[src/rtl/ahb_wait_mem_slave.sv]
// AHB-Lite byte-addressed memory slave with programmable wait states, write strobes,
// an address-window error injector, misalignment checking and saturating beat counters.
module ahb_wait_mem_slave #(
  parameter int          DATA_W    = 32,
  parameter int          MEM_DEPTH = 256,
  parameter int          WAIT_W    = 4,
  parameter logic [31:0] ERR_LO    = 32'hFFFF_FFFF,
  parameter logic [31:0] ERR_HI    = 32'h0000_0000,
  parameter int          CNT_W     = 16
) (
  input  logic                  HCLK,
  input  logic                  HRESET,
  input  logic                  HSEL,
  input  logic [31:0]           HADDR,
  input  logic [1:0]            HTRANS,
  input  logic                  HWRITE,
  input  logic [2:0]            HSIZE,
  input  logic                  HREADYIN,
  input  logic [DATA_W-1:0]     HWDATA,
  input  logic [DATA_W/8-1:0]   WSTRB,
  input  logic [WAIT_W-1:0]     WAIT_IN,
  output logic [DATA_W-1:0]     HRDATA,
  output logic                  HREADYOUT,
  output logic [1:0]            HRESP,
  output logic [CNT_W-1:0]      RD_CNT,
  output logic [CNT_W-1:0]      WR_CNT
);

  localparam int          NB       = DATA_W / 8;
  localparam int          NBL      = $clog2(NB);
  localparam int          AW       = $clog2(MEM_DEPTH);
  localparam bit          WIN_EN   = (ERR_LO <= ERR_HI);
  localparam logic [31:0] WIN_SPAN = ERR_HI - ERR_LO;

  typedef enum logic [2:0] {
    ST_IDLE,
    ST_WAIT,
    ST_DATA,
    ST_ERR1,
    ST_ERR2
  } state_e;

  logic [7:0] mem [MEM_DEPTH];

  state_e              state_q, state_d;
  logic [AW-1:0]       off_q, off_d;
  logic                write_q, write_d;
  logic [WAIT_W-1:0]   wait_cnt_q, wait_cnt_d;
  logic [DATA_W-1:0]   hrdata_q, hrdata_d;
  logic [CNT_W-1:0]    rd_cnt_q, rd_cnt_d;
  logic [CNT_W-1:0]    wr_cnt_q, wr_cnt_d;

  logic                accept;
  logic                acc_err;
  logic [31:0]         acc_off32;
  logic [AW-1:0]       base;
  logic [DATA_W-1:0]   rd_word;
  logic                rd_beat;
  logic                wr_beat;

  // Only the in-memory offset matters; upper address bits alias onto the same bytes.
  logic unused_inputs;
  assign unused_inputs = ^{HADDR[31:AW], HTRANS[0]};

  assign accept    = HSEL && HREADYIN && HTRANS[1];
  assign acc_off32 = 32'(HADDR[AW-1:0]);

  // Unsigned span test covers [ERR_LO, ERR_HI] without wrap-around issues at either end.
  always_comb begin
    acc_err = 1'b0;
    if (WIN_EN && ((acc_off32 - ERR_LO) <= WIN_SPAN))
      acc_err = 1'b1;
    if (HSIZE > 3'(NBL))
      acc_err = 1'b1;
    if ((acc_off32 & ((32'd1 << HSIZE) - 32'd1)) != 32'd0)
      acc_err = 1'b1;
  end

  assign base    = off_q & ~AW'(NB - 1);
  assign rd_beat = (state_q == ST_DATA) && !write_q;
  assign wr_beat = (state_q == ST_DATA) && write_q;

  always_comb begin
    rd_word = '0;
    for (int i = 0; i < NB; i++)
      rd_word[8*i +: 8] = mem[base + AW'(i)];
  end

  // NOTE: every always_comb output gets a default first so no path can infer a latch.
  always_comb begin
    state_d    = state_q;
    off_d      = off_q;
    write_d    = write_q;
    wait_cnt_d = wait_cnt_q;
    case (state_q)
      ST_WAIT: begin
        if (wait_cnt_q <= WAIT_W'(1))
          state_d = ST_DATA;
        else
          wait_cnt_d = wait_cnt_q - WAIT_W'(1);
      end
      ST_ERR1: state_d = ST_ERR2;
      default: begin
        // IDLE, DATA and ERR2 all present HREADYOUT=1, so a new address phase may start here.
        state_d = ST_IDLE;
        if (accept) begin
          off_d   = HADDR[AW-1:0];
          write_d = HWRITE;
          if (acc_err) begin
            state_d = ST_ERR1;
          end else if (WAIT_IN == '0) begin
            state_d = ST_DATA;
          end else begin
            state_d    = ST_WAIT;
            wait_cnt_d = WAIT_IN;
          end
        end
      end
    endcase
  end

  always_comb begin
    hrdata_d = hrdata_q;
    rd_cnt_d = rd_cnt_q;
    wr_cnt_d = wr_cnt_q;
    if (rd_beat) begin
      hrdata_d = rd_word;
      if (rd_cnt_q != '1)
        rd_cnt_d = rd_cnt_q + CNT_W'(1);
    end
    if (wr_beat && (wr_cnt_q != '1))
      wr_cnt_d = wr_cnt_q + CNT_W'(1);
  end

  always_ff @(posedge HCLK or posedge HRESET) begin
    if (HRESET) begin
      state_q    <= ST_IDLE;
      off_q      <= '0;
      write_q    <= 1'b0;
      wait_cnt_q <= '0;
      hrdata_q   <= '0;
      rd_cnt_q   <= '0;
      wr_cnt_q   <= '0;
    end else begin
      state_q    <= state_d;
      off_q      <= off_d;
      write_q    <= write_d;
      wait_cnt_q <= wait_cnt_d;
      hrdata_q   <= hrdata_d;
      rd_cnt_q   <= rd_cnt_d;
      wr_cnt_q   <= wr_cnt_d;
    end
  end

  // NOTE: the storage array is deliberately left out of reset; contents survive HRESET
  // and are preloaded hierarchically, and a reset port would block RAM inference.
  always_ff @(posedge HCLK) begin
    if (wr_beat) begin
      for (int i = 0; i < NB; i++)
        if (WSTRB[i])
          mem[base + AW'(i)] <= HWDATA[8*i +: 8];
    end
  end

  // Read data is live during a read DATA cycle so a write completing just before is visible.
  assign HRDATA    = rd_beat ? rd_word : hrdata_q;
  assign HREADYOUT = !((state_q == ST_WAIT) || (state_q == ST_ERR1));
  assign HRESP     = {1'b0, (state_q == ST_ERR1) || (state_q == ST_ERR2)};
  assign RD_CNT    = rd_cnt_q;
  assign WR_CNT    = wr_cnt_q;

endmodule

[config.mk]
export PLATFORM = sky130hd
export DESIGN_NAME = ahb_wait_mem_slave
export DESIGN_NICKNAME = d
export VERILOG_FILES = /design/src/rtl/ahb_wait_mem_slave.sv
export SDC_FILE = /design/constraint.sdc
export NUM_CORES = 2
export LEC_CHECK = 0
export CAP_MARGIN = 20
export CELL_PAD_IN_SITES_DETAIL_PLACEMENT = 0
export CELL_PAD_IN_SITES_GLOBAL_PLACEMENT = 1
export CORE_MARGIN = 5
export CORE_UTILIZATION = 50
export DETAILED_ROUTE_END_ITERATION = 7
export PLACE_DENSITY = 0.74
export SLEW_MARGIN = 15
export SYNTH_ARGS = -nofsm -noshare
export SYNTH_HDL_FRONTEND = slang
export SYNTH_SLANG_ARGS = --single-unit
[constraint.sdc]
create_clock -name HCLK -period 3.4 [get_ports HCLK]
set_input_delay 1.02 -clock HCLK [delete_from_list [all_inputs] [get_ports HCLK]]
set_output_delay 1.02 -clock HCLK [all_outputs]
set_load 0.02 [all_outputs]
Word-level counts from Yosys, hierarchy flattened:

Memories as Yosys holds them, arrays and structs flattened.
Index checks and enable logic that the tools add are counted.

* memory bits (read-only): 0
* word-level logic and storage cells: 72
* bits in latches: 0
* bits in registers: 80
* bits in writable memories: 2048
* memories: 1

* bitwise operators: 3
* reduce and logical (&&, ||, !) cells: 16
* div/mod/pow operators: 0
* multiply operators: 0
* shift operators: 1
* add/sub/neg operators: 7
* magnitude comparators: 2
* equal/unequal tests: 10
* muxes and demuxes: 25

Memory list
* mem: depth 256, bits a word 8, rd ports 4, clocked after Yosys merged registers in 0, wr ports 4, line 43 `logic [7:0] mem [MEM_DEPTH];`

Operators with widths (number)
* $add 16x1->16 const B: 2
* $and 8x32->32: 1
* $mux 32: 1
* $ne 16x16->1 const B: 2
* $reduce_bool 32->1: 1
* $shl 1x3->32 const A: 1
* $sub 32x1->32 const B: 1
* $add 8x2->8 const B: 2
* $mux 4: 4
* $mux 1: 14
* $add 8x1->8 const B: 1
* $pmux 4 s2: 1
* $eq 3x2->1 const B: 2
* $mux 2: 3
* $pmux 3 s2: 1
* $logic_and 1x1->1: 5
* $reduce_and 5->1: 1
* $le 4x1->1 const B: 1
* $logic_not 4->1: 1
* $ne 2x1->1 const B: 2
* $ne 2x2->1 const B: 2
* $reduce_and 2->1: 2
* $sub 4x1->4 const B: 1
* $eq 3x1->1 const B: 1
* 8 further kinds: 11

Longest topological paths before layout:

* word-level depth: 8
* depth in mapped cells: 11
* depth with buffers taken out: 7

Worst setup path after synthesis:

OpenSTA, ideal clock, no wires.

* path kind: register -> output
* start point: register off_q[3]
* end point: output HRDATA[14]
* slack: 276 ps
* stages on the path, launching flop included: 10
* buffers on the path: 4
* data arrival time: 2104 ps
* cells stage by stage: dfrtp_1 buf_6 buf_6 buf_4 buf_2 mux4_2 mux2i_1 o22ai_1 a2111oi_2 a21oi_1

* longest elaborated chain between the ends: 3

RTL lines
* start: declaration: line 46 `logic [AW-1:0] off_q, off_d;`
* start signal: assignment: line 138 `off_q <= '0;`
* start signal: assignment: line 146 `off_q <= off_d;`
* $add 8x1->8: line 86 `rd_word[8*i +: 8] = mem[base + AW'(i)];`
* $mem_v2 256x8
* $mux 32
* end: declaration: line 22 `output logic [DATA_W-1:0] HRDATA,`

Every way passes these cells.

Worst setup path after layout:

* start point: register off_q[2]
* end point: output HRDATA[7]

* longest elaborated chain between the ends: 2

RTL lines
* $mem_v2 256x8
* $mux 32

Every way passes these cells.

==> results by group <==
Drt
  • Drt total wl: 234800 um
  • First-pass DRT Iterations: 5
  • Antenna-violating nets left: 0
  • DRC: 0
  • Vias: between 40000 and 50000
  • Routed len/inst: 32.76 um
  • Initial drt markers: ~6000
  • Vias per cell: approximately 6.2

Setup path
  • CP Launch Type: flop
  • Worst path required time: 2.38 ns
  • RR Startpoint: off_q[4]$_DFFE_PP0P_
  • Nature of the critical path endpoint: output pin
  • R2R Setup Slk: -0.01 ns
  • Worst r2r dst: mem[201][5]$_DFFE_PP_
  • Worst Path Max Fanout: 7
  • Worst Setup Path Type: flop to output pin
  • Critical Path AT: 3.50 ns
  • R2R depth: 5

CTS
  • Worst skew pair latency: 0.84 ns
  • Clock Root Buffer: clkbuf_16
  • Total clock sinks: 2126
  • Longest Clk Path Bufs: 3
  • CTS HTree Levels: 4
  • Num CTS Buffers: ~200
  • Hold_buf cts: 0
  • CTS clock-pin slew for the worst setup and hold paths: 0.06 ns
  • TritonCTS clock tree: done

Synthesis
  • Mapped cell area: 82840 um2
  • Post-synth EDFFs: 2048
  • #FFs+latches synth: around 2100
  • Post-synthesis cell count: 4036
  • Mean post-synth cell area: 20.53 um2
  • Syn_nets: 4122
  • Synth cell types: 70
  • Top FF cell, synth: edfxtp_1
  • Syn. warnings: 0
  • Sequential share of the synthesized area: between 70% and 80%
  • Ys async rst share: 3.669%

Place
  • Estimated wirelength of the detail-placed design: 157100 um
  • Buffers on Ports: 122
  • Number of placed instances, taps included: 6672
  • Placed Instance Area: 90430 um2
  • GPL Wtd Cong: between 0.8 and 0.9

Final layout
  • Final core occ: between 60% and 70%
  • Total Nets Final: ~4900
  • Non-Filler Instances: 7166
  • Most common cell after layout, fill and taps aside: edfxtp_1
  • Most frequent cells in the layout: edfxtp_1 (2048), buf_4 (504), mux4_2 (444)
  • Synthesis-to-finish area growth: 21.17%
  • Layout cell share with drive strength beyond 1: between 30% and 40%
  • Final standard cell area without fillers: roughly 100000 um2

Min path
  • Hold wc startpoint: WR_CNT[7]$_DFFE_PP0P_
  • Worst hold stages: 1
  • Hold EP: WR_CNT[7]$_DFFE_PP0P_
  • Worst hold path type: flop to flop

Global route
  • Met3 Usage GRT: 6.696%
  • Met2 Track Usage GR: 42.10%
  • First-pass GRT wire length: roughly 330000 um
  • Total global-route track usage: 26.95%
  • Grt ovf: 0
  • GRT busiest layer: met2
  • Pin count of the biggest net entering global routing: 65
  • GR Layer Usage met1: approximately 37%
  • Vias in the first global route: around 44000
  • Initial antenna violation count: 11

Outcome
  • Failing checks: setup timing
  • Status: complete, but fails checks

STA
  • Worst-margin pin slew: 1.123 ns
  • Setup ws final: -1.119 ns
  • Max_slew headroom: 24.84%
  • Max frequency: 0.2213 GHz
  • Final worst path period need: 4.519 ns
  • Final Skew: 0.04234 ns
  • Count of final setup violators: 37
  • Post-route clock period utilization: 132.9%
  • Final Max Slew Viols: 0
  • Final hold vios: 0
  • RSZ-0062 raised after global routing: yes

Floorplan
  • Ports: approximately 150
  • Core Area: 164800 um2
  • Die height: 417.0 um
  • Die ar.: 173900 um2
  • Std cell rows: 149
  • Initial core utilization: 50.27%
  • Die X: 417.0 um

Power and ir drop
  • Power Density: 783.3 nW/um2
  • Leak: 0.03267 uW
  • Highest ir drop seen on vdd: 865.9 uV

Job
  • Max_cap viols: 0
==> layout make-up <==
class | count | area (um2)
Clock buffer | 254 | 5324
Timing Repair Buffer | 791 | 8120
Sequential cell | 2126 | 63470
Inverter | 9 | 41.29
Antenna cell | 2 | 5.005
Fill cell | 11550 | 64430
Tap cell | 2189 | 2739
Multi-Input combinational cell | 1665 | 19500
Clock inverter | 130 | 1174
==> state kept, by name (all words and copies together), names as in the netlist <==
signal / flops
mem: 2048
hrdata_q: 32
RD_CNT: 16
WR_CNT: 16
off_q: 6
wait_cnt_q: 4
state_q: 3
write_q: 1
==> worst max-delay path by stage <==
stage	start	to	cells after the start	slack (ns)
finish	off_q[2]$_DFFE_PP0P_	HRDATA[7]	9	-1.12
floorplan	off_q[3]$_DFFE_PP0P_	HRDATA[14]	9	0.28
global placement	off_q[2]$_DFFE_PP0P_	HRDATA[6]	10	-1.02
detailed placement	off_q[2]$_DFFE_PP0P_	HRDATA[6]	10	-1.00
global route	off_q[2]$_DFFE_PP0P_	HRDATA[14]	10	-1.20
CTS	off_q[2]$_DFFE_PP0P_	HRDATA[6]	10	-1.19
==> routing by layer <==
| metal | wire, um | part of all wire, % |
|---|---|---|
| met1 | 88490 | 38 |
| met2 | 111000 | 47 |
| met3 | 24520 | 10 |
| met4 | 10770 | 4.6 |
| met5 | 0 | 0 |
==> cells in the mapped netlist, drive strengths merged (11+ instances only) <==
cell type,count,area share (%)
a21oi,89,0.54
a22o,15,0.16
a22oi,105,0.95
buf,171,1.4
clkbuf,65,0.29
dfrtp,78,2.4
edfxtp,2048,74
mux2,113,1.5
mux2i,102,1.2
mux4,450,12
nand2,105,0.48
nand3,57,0.34
nor2,319,1.4
nor2b,11,0.083
nor3,22,0.13
nor4,16,0.13
o211ai,20,0.18
o21ai,17,0.10
o22ai,64,0.48
o31ai,12,0.11
o32a,11,0.13
xor2,19,0.20
==> logic make-up after synthesis <==
family	count (synthesis)	synth area share, %
adder cells (fa/ha/maj)	4	0.06042
AO/OA/AOI/OAI	376	3.108
multiplexers	665	15.03
XOR/XNOR	26	0.2749
other	1	0.004527
flip-flops	2126	76.59
AND/OR/NAND/NOR	593	3.194
buffers and inverters	245	1.732
==> worst max-delay path, stage by stage (launching register included) <==
cell and delay (ns):
dfrtp_4 0.52, buf_12 0.20, buf_16 0.17, buf_12 0.15, mux4_2 0.51, a22oi_2 0.21
a21oi_1 0.09, a21o_1 0.23, o32a_1 0.39, buf_6 0.17
==> what timing repair did <==
item                                    CTS  global route
setup buffers                            67            39
cloned                                   16             5
resized for setup                       370           150
endpoints found under the setup margin  152           242
pin swaps                                76            74
==> power by group <==
| part | internal, uW | switching [uW] |
|---|---|---|
| registers | 29100 | 324 |
| clock network | 12200 | 9840 |
| logic | 12800 | 14300 |
==> through the flow <==
step | power [uW] | hold slack (ns) | TNS (ns) | worst slack [ns]
after floorplan | 42010 | 0.5265 | 0 | 0.2765
final | 78620 | 0.4855 | -33.45 | -1.119
after global routing | 81000 | 0.5195 | -35.80 | -1.205
after detailed placement | 52530 | 0.4745 | -29.64 | -1.004
after CTS | 77630 | 0.4868 | -35.28 | -1.192
after global placement | 52410 | 0.4751 | -28.74 | -1.024
(Power assumes the default switching activity.)
